**src/rtl/core_pkg.sv**
```systemverilog
// core_pkg: shared definitions for the core tile sequencer.
// Holds the 34-bit instruction bit map, the idle instruction word and
// the sequencer state encoding.
package core_pkg;

    // Instruction word width and bit positions inside it.
    localparam int INST_W    = 34;
    localparam int ACC       = 33;
    localparam int PM_CEN    = 32;
    localparam int PM_WEN    = 31;
    localparam int PM_A_LSB  = 20;
    localparam int XM_CEN    = 19;
    localparam int XM_WEN    = 18;
    localparam int XM_A_LSB  = 7;
    localparam int OFIFO_RD  = 6;
    localparam int IFIFO_WR  = 5;
    localparam int IFIFO_RD  = 4;
    localparam int L0_RD     = 3;
    localparam int L0_WR     = 2;
    localparam int EXECUTE   = 1;
    localparam int LOAD      = 0;

    // Both SRAM address fields are 11 bits wide.
    localparam int FIELD_A_W = 11;

    // Idle word: both SRAMs deselected (CEN=1) and write-disabled (WEN=1),
    // every other control bit low.
    localparam logic [INST_W-1:0] INST_IDLE =
        (INST_W'(1) << PM_CEN) | (INST_W'(1) << PM_WEN) |
        (INST_W'(1) << XM_CEN) | (INST_W'(1) << XM_WEN);

    // Tile phases in execution order.
    typedef enum logic [2:0] {
        IDLE  = 3'd0,
        WLD   = 3'd1,
        KLD   = 3'd2,
        XLD   = 3'd3,
        EXEC  = 3'd4,
        DRAIN = 3'd5,
        DONE  = 3'd6
    } state_t;

endpackage

```
**src/rtl/core_seq_addr_gen.sv**
```systemverilog
// core_seq_addr_gen: base + offset address generator, wrapping modulo
// 2^ADDR_W. The output looks through a load so the loaded base can be
// issued in the same cycle it is captured; a simultaneous increment makes
// the following address base+1.
module core_seq_addr_gen #(
    parameter int ADDR_W = 11
) (
    input  logic              clk,
    input  logic              reset,
    input  logic              load,
    input  logic              inc,
    input  logic [ADDR_W-1:0] base_in,
    output logic [ADDR_W-1:0] addr
);

    logic [ADDR_W-1:0] base_q;
    logic [ADDR_W-1:0] off_q;

    // Base/offset registers: load restarts at base, inc advances offset.
    always_ff @(posedge clk or posedge reset) begin
        if (reset) begin
            base_q <= '0;
            off_q  <= '0;
        end else if (load) begin
            base_q <= base_in;
            off_q  <= inc ? ADDR_W'(1) : '0;
        end else if (inc) begin
            off_q  <= off_q + ADDR_W'(1);
        end
    end

    // Current address; the sum truncates to ADDR_W bits, giving the wrap.
    assign addr = load ? base_in : (base_q + off_q);

endmodule

```
**src/rtl/core_seq.sv**
```systemverilog
// core_seq: tile instruction sequencer for core.
// One start runs weight fetch into L0, kernel load, activation fetch,
// execute and OFIFO drain into PSUM SRAM, then pulses done.
// Every output is a flop loaded from next-state decode, so output words
// line up with the state they belong to and never glitch.
// Optional feature: define CORE_SEQ_PERF_EN to add the cycle_cnt port,
// a count of busy cycles in the most recent tile.
//
// OFIFO handshake: ofifo_valid is sampled at the clock edge that begins a
// cycle. When that edge lands in DRAIN with vectors still owed, the word
// for that cycle carries ofifo_rd=1 together with the PSUM write of the
// popped vector, so one sampled valid produces exactly one read and one
// write. ofifo_valid has no effect in any other state.
module core_seq
    import core_pkg::*;
#(
    parameter int bw      = 4,
    parameter int psum_bw = 16,
    parameter int col     = 8,
    parameter int row     = 8,
    parameter int ADDR_W  = 11
) (
    input  logic              clk,
    input  logic              reset,
    input  logic              start,
    input  logic [ADDR_W-1:0] num_x,
    input  logic [ADDR_W-1:0] w_base,
    input  logic [ADDR_W-1:0] x_base,
    input  logic [ADDR_W-1:0] p_base,
    input  logic              ofifo_valid,
    output logic [INST_W-1:0] inst,
    output logic              xw_mode,
    output logic              pmem_mode,
    output logic              busy,
    output logic              done,
    output state_t            state_dbg
`ifdef CORE_SEQ_PERF_EN
    ,
    output logic [31:0]       cycle_cnt
`endif
);

    // Parameter sanity guard: address fields are fixed at 11 bits.
    if (ADDR_W != FIELD_A_W || bw < 1 || psum_bw < 1 || col < 1 || row < 1) begin : g_cfg_invalid
    end

    // k counts cycles within a phase (writes done, while in DRAIN);
    // one extra bit covers num_x+1 phase lengths.
    localparam int K_W = ADDR_W + 1;
    localparam logic [K_W-1:0] K_COL      = K_W'(col);
    localparam logic [K_W-1:0] K_KLD_LAST = K_W'(col + row - 1);

    state_t            state_q, state_nxt;
    logic [K_W-1:0]    k_q, k_nxt, k_base, nx_k;
    logic [ADDR_W-1:0] num_x_q, x_base_q;
    logic              start_acc, entering, wr_en;
    logic [INST_W-1:0] inst_nxt;
    logic              xw_nxt, done_nxt;
    logic              x_load, x_inc, p_inc;
    logic [ADDR_W-1:0] x_load_val, x_addr, p_addr;

    assign nx_k      = {1'b0, num_x_q};
    assign start_acc = (state_q == IDLE) && start;
    assign pmem_mode = 1'b0;
    assign state_dbg = state_q;

    // Activation/weight SRAM address: weights from start, activations
    // restart at x_base on entry to XLD.
    assign x_load     = start_acc || ((state_nxt == XLD) && (state_q != XLD));
    assign x_load_val = start_acc ? w_base : x_base_q;

    core_seq_addr_gen #(.ADDR_W(ADDR_W)) u_xaddr (
        .clk     (clk),
        .reset   (reset),
        .load    (x_load),
        .inc     (x_inc),
        .base_in (x_load_val),
        .addr    (x_addr)
    );

    // PSUM SRAM address: set up at start, advanced once per drained vector.
    core_seq_addr_gen #(.ADDR_W(ADDR_W)) u_paddr (
        .clk     (clk),
        .reset   (reset),
        .load    (start_acc),
        .inc     (p_inc),
        .base_in (p_base),
        .addr    (p_addr)
    );

    // Next-state decode: each phase leaves on its last counted cycle.
    always_comb begin
        state_nxt = state_q;
        case (state_q)
            IDLE:    if (start) state_nxt = WLD;
            WLD:     if (k_q == K_COL) state_nxt = KLD;
            KLD:     if (k_q == K_KLD_LAST) state_nxt = (num_x_q == '0) ? DONE : XLD;
            XLD:     if (k_q == nx_k) state_nxt = EXEC;
            EXEC:    if (k_q == nx_k - K_W'(1)) state_nxt = DRAIN;
            DRAIN:   if (k_q == nx_k) state_nxt = DONE;
            DONE:    state_nxt = IDLE;
            default: state_nxt = IDLE;
        endcase
    end

    // Phase counter: restarts on phase entry; in DRAIN it counts writes.
    always_comb begin
        entering = (state_nxt != state_q);
        k_base   = entering ? '0 : k_q;
        wr_en    = (state_nxt == DRAIN) && ofifo_valid && (k_base < nx_k);
        if (state_nxt == IDLE)
            k_nxt = '0;
        else if (state_nxt == DRAIN)
            k_nxt = k_base + {{(K_W-1){1'b0}}, wr_en};
        else if (entering)
            k_nxt = '0;
        else
            k_nxt = k_q + K_W'(1);
    end

    // Output decode for the cycle being entered.
    always_comb begin
        inst_nxt = INST_IDLE;
        xw_nxt   = 1'b0;
        done_nxt = 1'b0;
        x_inc    = 1'b0;
        p_inc    = 1'b0;
        case (state_nxt)
            WLD, XLD: begin
                xw_nxt = (state_nxt == WLD);
                if (k_nxt < ((state_nxt == WLD) ? K_COL : nx_k)) begin
                    inst_nxt[XM_CEN]                = 1'b0;
                    inst_nxt[XM_A_LSB +: ADDR_W]    = x_addr;
                    x_inc                           = 1'b1;
                end
                // SRAM data arrives one cycle after its read.
                if (k_nxt != '0) inst_nxt[L0_WR] = 1'b1;
            end
            KLD: begin
                if (k_nxt < K_COL) begin
                    inst_nxt[L0_RD] = 1'b1;
                    inst_nxt[LOAD]  = 1'b1;
                end
            end
            EXEC: begin
                inst_nxt[L0_RD]   = 1'b1;
                inst_nxt[EXECUTE] = 1'b1;
            end
            DRAIN: begin
                if (wr_en) begin
                    inst_nxt[OFIFO_RD]           = 1'b1;
                    inst_nxt[PM_CEN]             = 1'b0;
                    inst_nxt[PM_WEN]             = 1'b0;
                    inst_nxt[PM_A_LSB +: ADDR_W] = p_addr;
                    p_inc                        = 1'b1;
                end
            end
            DONE:    done_nxt = 1'b1;
            default: ;
        endcase
        // Accumulate and IFIFO controls are not used by this sequencer.
        inst_nxt[ACC]      = 1'b0;
        inst_nxt[IFIFO_WR] = 1'b0;
        inst_nxt[IFIFO_RD] = 1'b0;
    end

    // State, captured tile parameters and registered outputs.
    always_ff @(posedge clk or posedge reset) begin
        if (reset) begin
            state_q  <= IDLE;
            k_q      <= '0;
            num_x_q  <= '0;
            x_base_q <= '0;
            inst     <= INST_IDLE;
            xw_mode  <= 1'b0;
            busy     <= 1'b0;
            done     <= 1'b0;
        end else begin
            state_q <= state_nxt;
            k_q     <= k_nxt;
            if (start_acc) begin
                num_x_q  <= num_x;
                x_base_q <= x_base;
            end
            inst    <= inst_nxt;
            xw_mode <= xw_nxt;
            busy    <= (state_nxt != IDLE);
            done    <= done_nxt;
        end
    end

`ifdef CORE_SEQ_PERF_EN
    // Busy-cycle counter; counts the cycle being entered, so while done
    // is high it already holds the full tile length, then holds.
    always_ff @(posedge clk or posedge reset) begin
        if (reset)
            cycle_cnt <= '0;
        else if (start_acc)
            cycle_cnt <= 32'd1;
        else if (state_nxt != IDLE)
            cycle_cnt <= cycle_cnt + 32'd1;
    end
`endif

endmodule

```
**config.mk**
```make
export PLATFORM = sky130hd
export DESIGN_NAME = core_seq
export DESIGN_NICKNAME = d
export VERILOG_FILES = /design/src/rtl/core_pkg.sv /design/src/rtl/core_seq_addr_gen.sv /design/src/rtl/core_seq.sv
export SDC_FILE = /design/constraint.sdc
export NUM_CORES = 1
export LEC_CHECK = 0
export ABC_CLOCK_PERIOD_IN_PS = 7300
export BUFFER_PORTS_ARGS = -buffer_cell sky130_fd_sc_hd__buf_2
export CAP_MARGIN = 10
export CORE_MARGIN = 1.5
export CORE_UTILIZATION = 53
export CTS_CLUSTER_SIZE = 40
export DETAILED_ROUTE_END_ITERATION = 10
export PLACE_DENSITY = 0.78
export SLEW_MARGIN = 20
export SYNTH_ARGS = -nofsm -noshare
export SYNTH_HDL_FRONTEND = slang
export SYNTH_SLANG_ARGS = --single-unit
```
**constraint.sdc**
```tcl
create_clock -name clk -period 7.3 [get_ports clk]
set_clock_uncertainty 0.05 [all_clocks]
set_input_delay 1.46 -clock clk [delete_from_list [all_inputs] [get_ports clk]]
set_output_delay 1.46 -clock clk [all_outputs]
set_load 0.01 [all_outputs]
```
==> results.sh <==
export IMPL_clkPwrFrac_pct=23.5
export IMPL_grt_max_degree=77
export IMPL_rr_startpoint="num_x_q[1]$_DFFE_PP0P_"
export IMPL_dieArea_um2=14340
export IMPL_synth_flop_cell="dfrtp_1"
export IMPL_whs_ns=0.4381
export IMPL_fp_dieW_um=119.7
export IMPL_fin_ws_ns=0.1650
export IMPL_crit_top_cell="ha_4"
export IMPL_p_leak_nw=4.334
export IMPL_cp_max_fo=7
export IMPL_cts_num_sinks=113
export IMPL_worst_pin_slew_ns=1.068
export IMPL_crit_slowest_cell="or4_4"
export IMPL_outcome="completed"
export IMPL_utilization_pct=66.53
export IMPL_ys_ff_latch=113
export IMPL_power_frac_seq_pct=27.9
export IMPL_cp_end_kind="register"
export IMPL_cts_root_buf="clkbuf_16"
export IMPL_htree_levels=4
export IMPL_clock_path_buffers=2
export IMPL_min_from="u_paddr.base_q[5]$_DFFE_PP0P_"
export IMPL_drt_initial_drc_count=607
export IMPL_ff2ff_setup_slack_ns=0.16
export IMPL_synth_seq_area_share_pct=39.19
export IMPL_final_nets=1039
export IMPL_ys_top_cells_by_count="nand2_1, dfrtp_1, nor2_1"
export IMPL_yosysTopAreaCellShare_pct=38.46
export IMPL_intPower_mw=2.078
export IMPL_first_global_vias=6269
export IMPL_via_count=6593
export IMPL_clkTransAtPathRegs_ns=0.06
export IMPL_via_per_inst=5.819
export IMPL_dpl_cell_area_um2=8033
export IMPL_antenna_found_initial=0
export IMPL_fp_dieH_um=119.7
export IMPL_final_area_um2=8846
export IMPL_p_per_area_nw_per_um2=405.0
export IMPL_synth_cells=841
export IMPL_syn_area_um2=7222
export IMPL_hold_buffers=0
export IMPL_holdPathStages=2
export IMPL_drc=0
export IMPL_finalSetupViolCount=0
export IMPL_slowest_delay_ns=0.48
export IMPL_wl_per_cell_um=17.30
export IMPL_p_switching_mw=1.504
export IMPL_swShare_pct=41.99
export IMPL_crit_type="reg -> reg"
export IMPL_routabilityCongestion=0.9732
export IMPL_synthDistinctLibCells=70
export IMPL_synthTopCellsByArea="dfrtp_1, ha_1, nand2_1, a21oi_1, xnor2_1"
export IMPL_yosysWarnings=0
export IMPL_max_cap_violations=0
export IMPL_routed_wl_um=19600
export IMPL_synthArstFlopShare_pct=100.0
export IMPL_required_ns=7.59
export IMPL_drv_slew=0
export IMPL_syn_to_final_growth_pct=22.49
export IMPL_io_pins=89
export IMPL_synth_most_common_cell="nand2_1"
export IMPL_start_util_pct=54.32
export IMPL_grt_usage_pct=28.10
export IMPL_final_antenna_net_count=0
export IMPL_core_area_um2=13300
export IMPL_r2r_cells=32
export IMPL_synth_area_per_cell_um2=8.587
export IMPL_dp_hpwl_um=13480
export IMPL_post_route_period_util_pct=97.74
export IMPL_critical_path_arrival_ns=7.43
export IMPL_synth_edf_count=0
export IMPL_final_min_clock_period_ns=7.135
export IMPL_final_hold_violation_count=0
export IMPL_cts_tree="built"
export IMPL_max_slew_margin_pct=26.94
export IMPL_drive_above_1_share_pct=23.54
export IMPL_std_cell_rows=42
export IMPL_hold_path_class="reg -> reg"
export IMPL_grt_first_pass_wirelength_um=31640
export IMPL_numCtsBuffers=17
export IMPL_dpl_worst_slack_ns=-0.06465
export IMPL_port_buffers=83
export IMPL_grt_ovfl_total=0
export IMPL_power_mw=3.582
export IMPL_p_comb_share_pct=48.6
export IMPL_dr_pass1_iters=5
export IMPL_clock_latency_ns=0.42
export IMPL_fmaxAchievable_mhz=140.2
export IMPL_r2r_end="u_xaddr.off_q[9]$_DFFE_PP0P_"
export IMPL_max_vdd_ir_drop_v=0.0002162
export IMPL_min_to="u_paddr.base_q[5]$_DFFE_PP0P_"
export IMPL_synth_area_leader_cell="dfrtp_1"
export IMPL_critPathLaunchType="register"
[worst max path at each step]
stage	startpoint	endpoint	slack [ns]	cells after the start
2_1_floorplan	num_x_q[0]$_DFFE_PP0P_	u_xaddr.off_q[5]$_DFFE_PP0P_	-0.23	38
3_3_place_gp	num_x_q[1]$_DFFE_PP0P_	u_xaddr.off_q[5]$_DFFE_PP0P_	0.06	31
3_5_place_dp	num_x_q[1]$_DFFE_PP0P_	u_xaddr.off_q[5]$_DFFE_PP0P_	-0.06	31
4_1_cts	num_x_q[1]$_DFFE_PP0P_	u_xaddr.off_q[5]$_DFFE_PP0P_	0.01	31
5_1_grt	num_x_q[1]$_DFFE_PP0P_	u_xaddr.off_q[9]$_DFFE_PP0P_	-0.11	32
6_report	num_x_q[1]$_DFFE_PP0P_	u_xaddr.off_q[9]$_DFFE_PP0P_	0.16	32
[stage by stage]
stage,std cells,setup TNS [ns]
after floorplan,844,-2.860
after global placement,1093,0
after detailed placement,1093,-0.2479
after CTS,1125,0
after global routing,1132,-0.3798
final,1133,0
[placed cells by master (no fill, tap or decap), types with 4 or more instances in the layout]
cell type and count:
buf_4 43, ha_4 6, mux2i_1 8, o211ai_1 10, nor3_1 13, nor4_1 5, xnor2_1 32, buf_2 83
or4_1 4, a211oi_1 10, dfrtp_1 111, a21oi_2 5, nand2_1 150, nor2b_1 4, nor3b_1 4, o21bai_1 6
or4_4 4, nand2b_1 10, a21oi_1 55, xor2_1 15, a21o_1 15, o21ai_0 30, and2_1 8, nand4_1 9
clkbuf_16 17, inv_1 37, clkinvlp_4 6, nor2_1 62, ha_1 40, conb_1 5, and3_1 20, or3_1 8
nand3_1 17, a22oi_1 4
[cell type report]
class / count / area (µm²)
diodes: 1 / 2.502
clock buffers: 18 / 439.2
clock inverters: 14 / 153.9
fillers: 1084 / 4449
inverters: 41 / 158.9
multi-input cells: 644 / 4303
flip-flops and latches: 113 / 2830
well taps: 176 / 220.2
repair buffers: 126 / 738.2
[routing by layer]
| layer | vias to the layer above | global-route usage, % | part of all wire [%] |
|---|---|---|---|
| li1 | 3142 | - | - |
| met1 | 3156 | 38.74 | 45 |
| met2 | 265 | 42.85 | 46 |
| met3 | 30 | 8.365 | 8.0 |
| met4 | 0 | 8.482 | 1.6 |
| met5 | - | 0 | 0 |
[critical path, delay by kind of cell (launching register included)]
kind,cells,cell delay [ns]
and+or+nand+nor,12,2.83
AOI/OAI and AO/OA,11,2.11
adders and majority gates,5,1.18
buffers and inverters,4,0.52
DFF,1,0.38
[timing repair]
action | CTS | global route
cloned | 0 | 2
endpoints found under the setup margin | 14 | 23
setup buffers | 0 | 5
gates resized for setup | 2 | 35
pin swaps | 0 | 15
[power by group through the flow]
stage               logic (mW)  registers [mW]  clock network [mW]
detailed placement        1.59            1.00                   0
finish                    1.74            1.00               0.841
CTS                       1.61           0.993               0.851
global placement          1.56           0.991                   0
floorplan                 1.16           0.975                   0
global route              1.92            1.02               0.882
[cell families (layout without fill, tap and decap cells)]
kind of cell,after synthesis,after routing,share of synthesized area (%)
xor+xnor,49,49,5.943
flops,113,113,39.19
other cells,2,6,0.1040
mux,10,10,1.421
fa+ha+maj,49,49,8.680
compound gates,181,182,16.08
buf+inv,89,199,5.423
simple gates,348,349,23.16
[sequential cells by signal, indices dropped and copies added, names as in the netlist]
register / flops
inst: 29
state_dbg: 3
u_xaddr.off_q: 11
k_q: 12
busy: 1
u_xaddr.base_q: 11
xw_mode: 1
num_x_q: 11
u_paddr.off_q: 11
u_paddr.base_q: 11
x_base_q: 11
done: 1
Power figures use the tool's default switching activity.
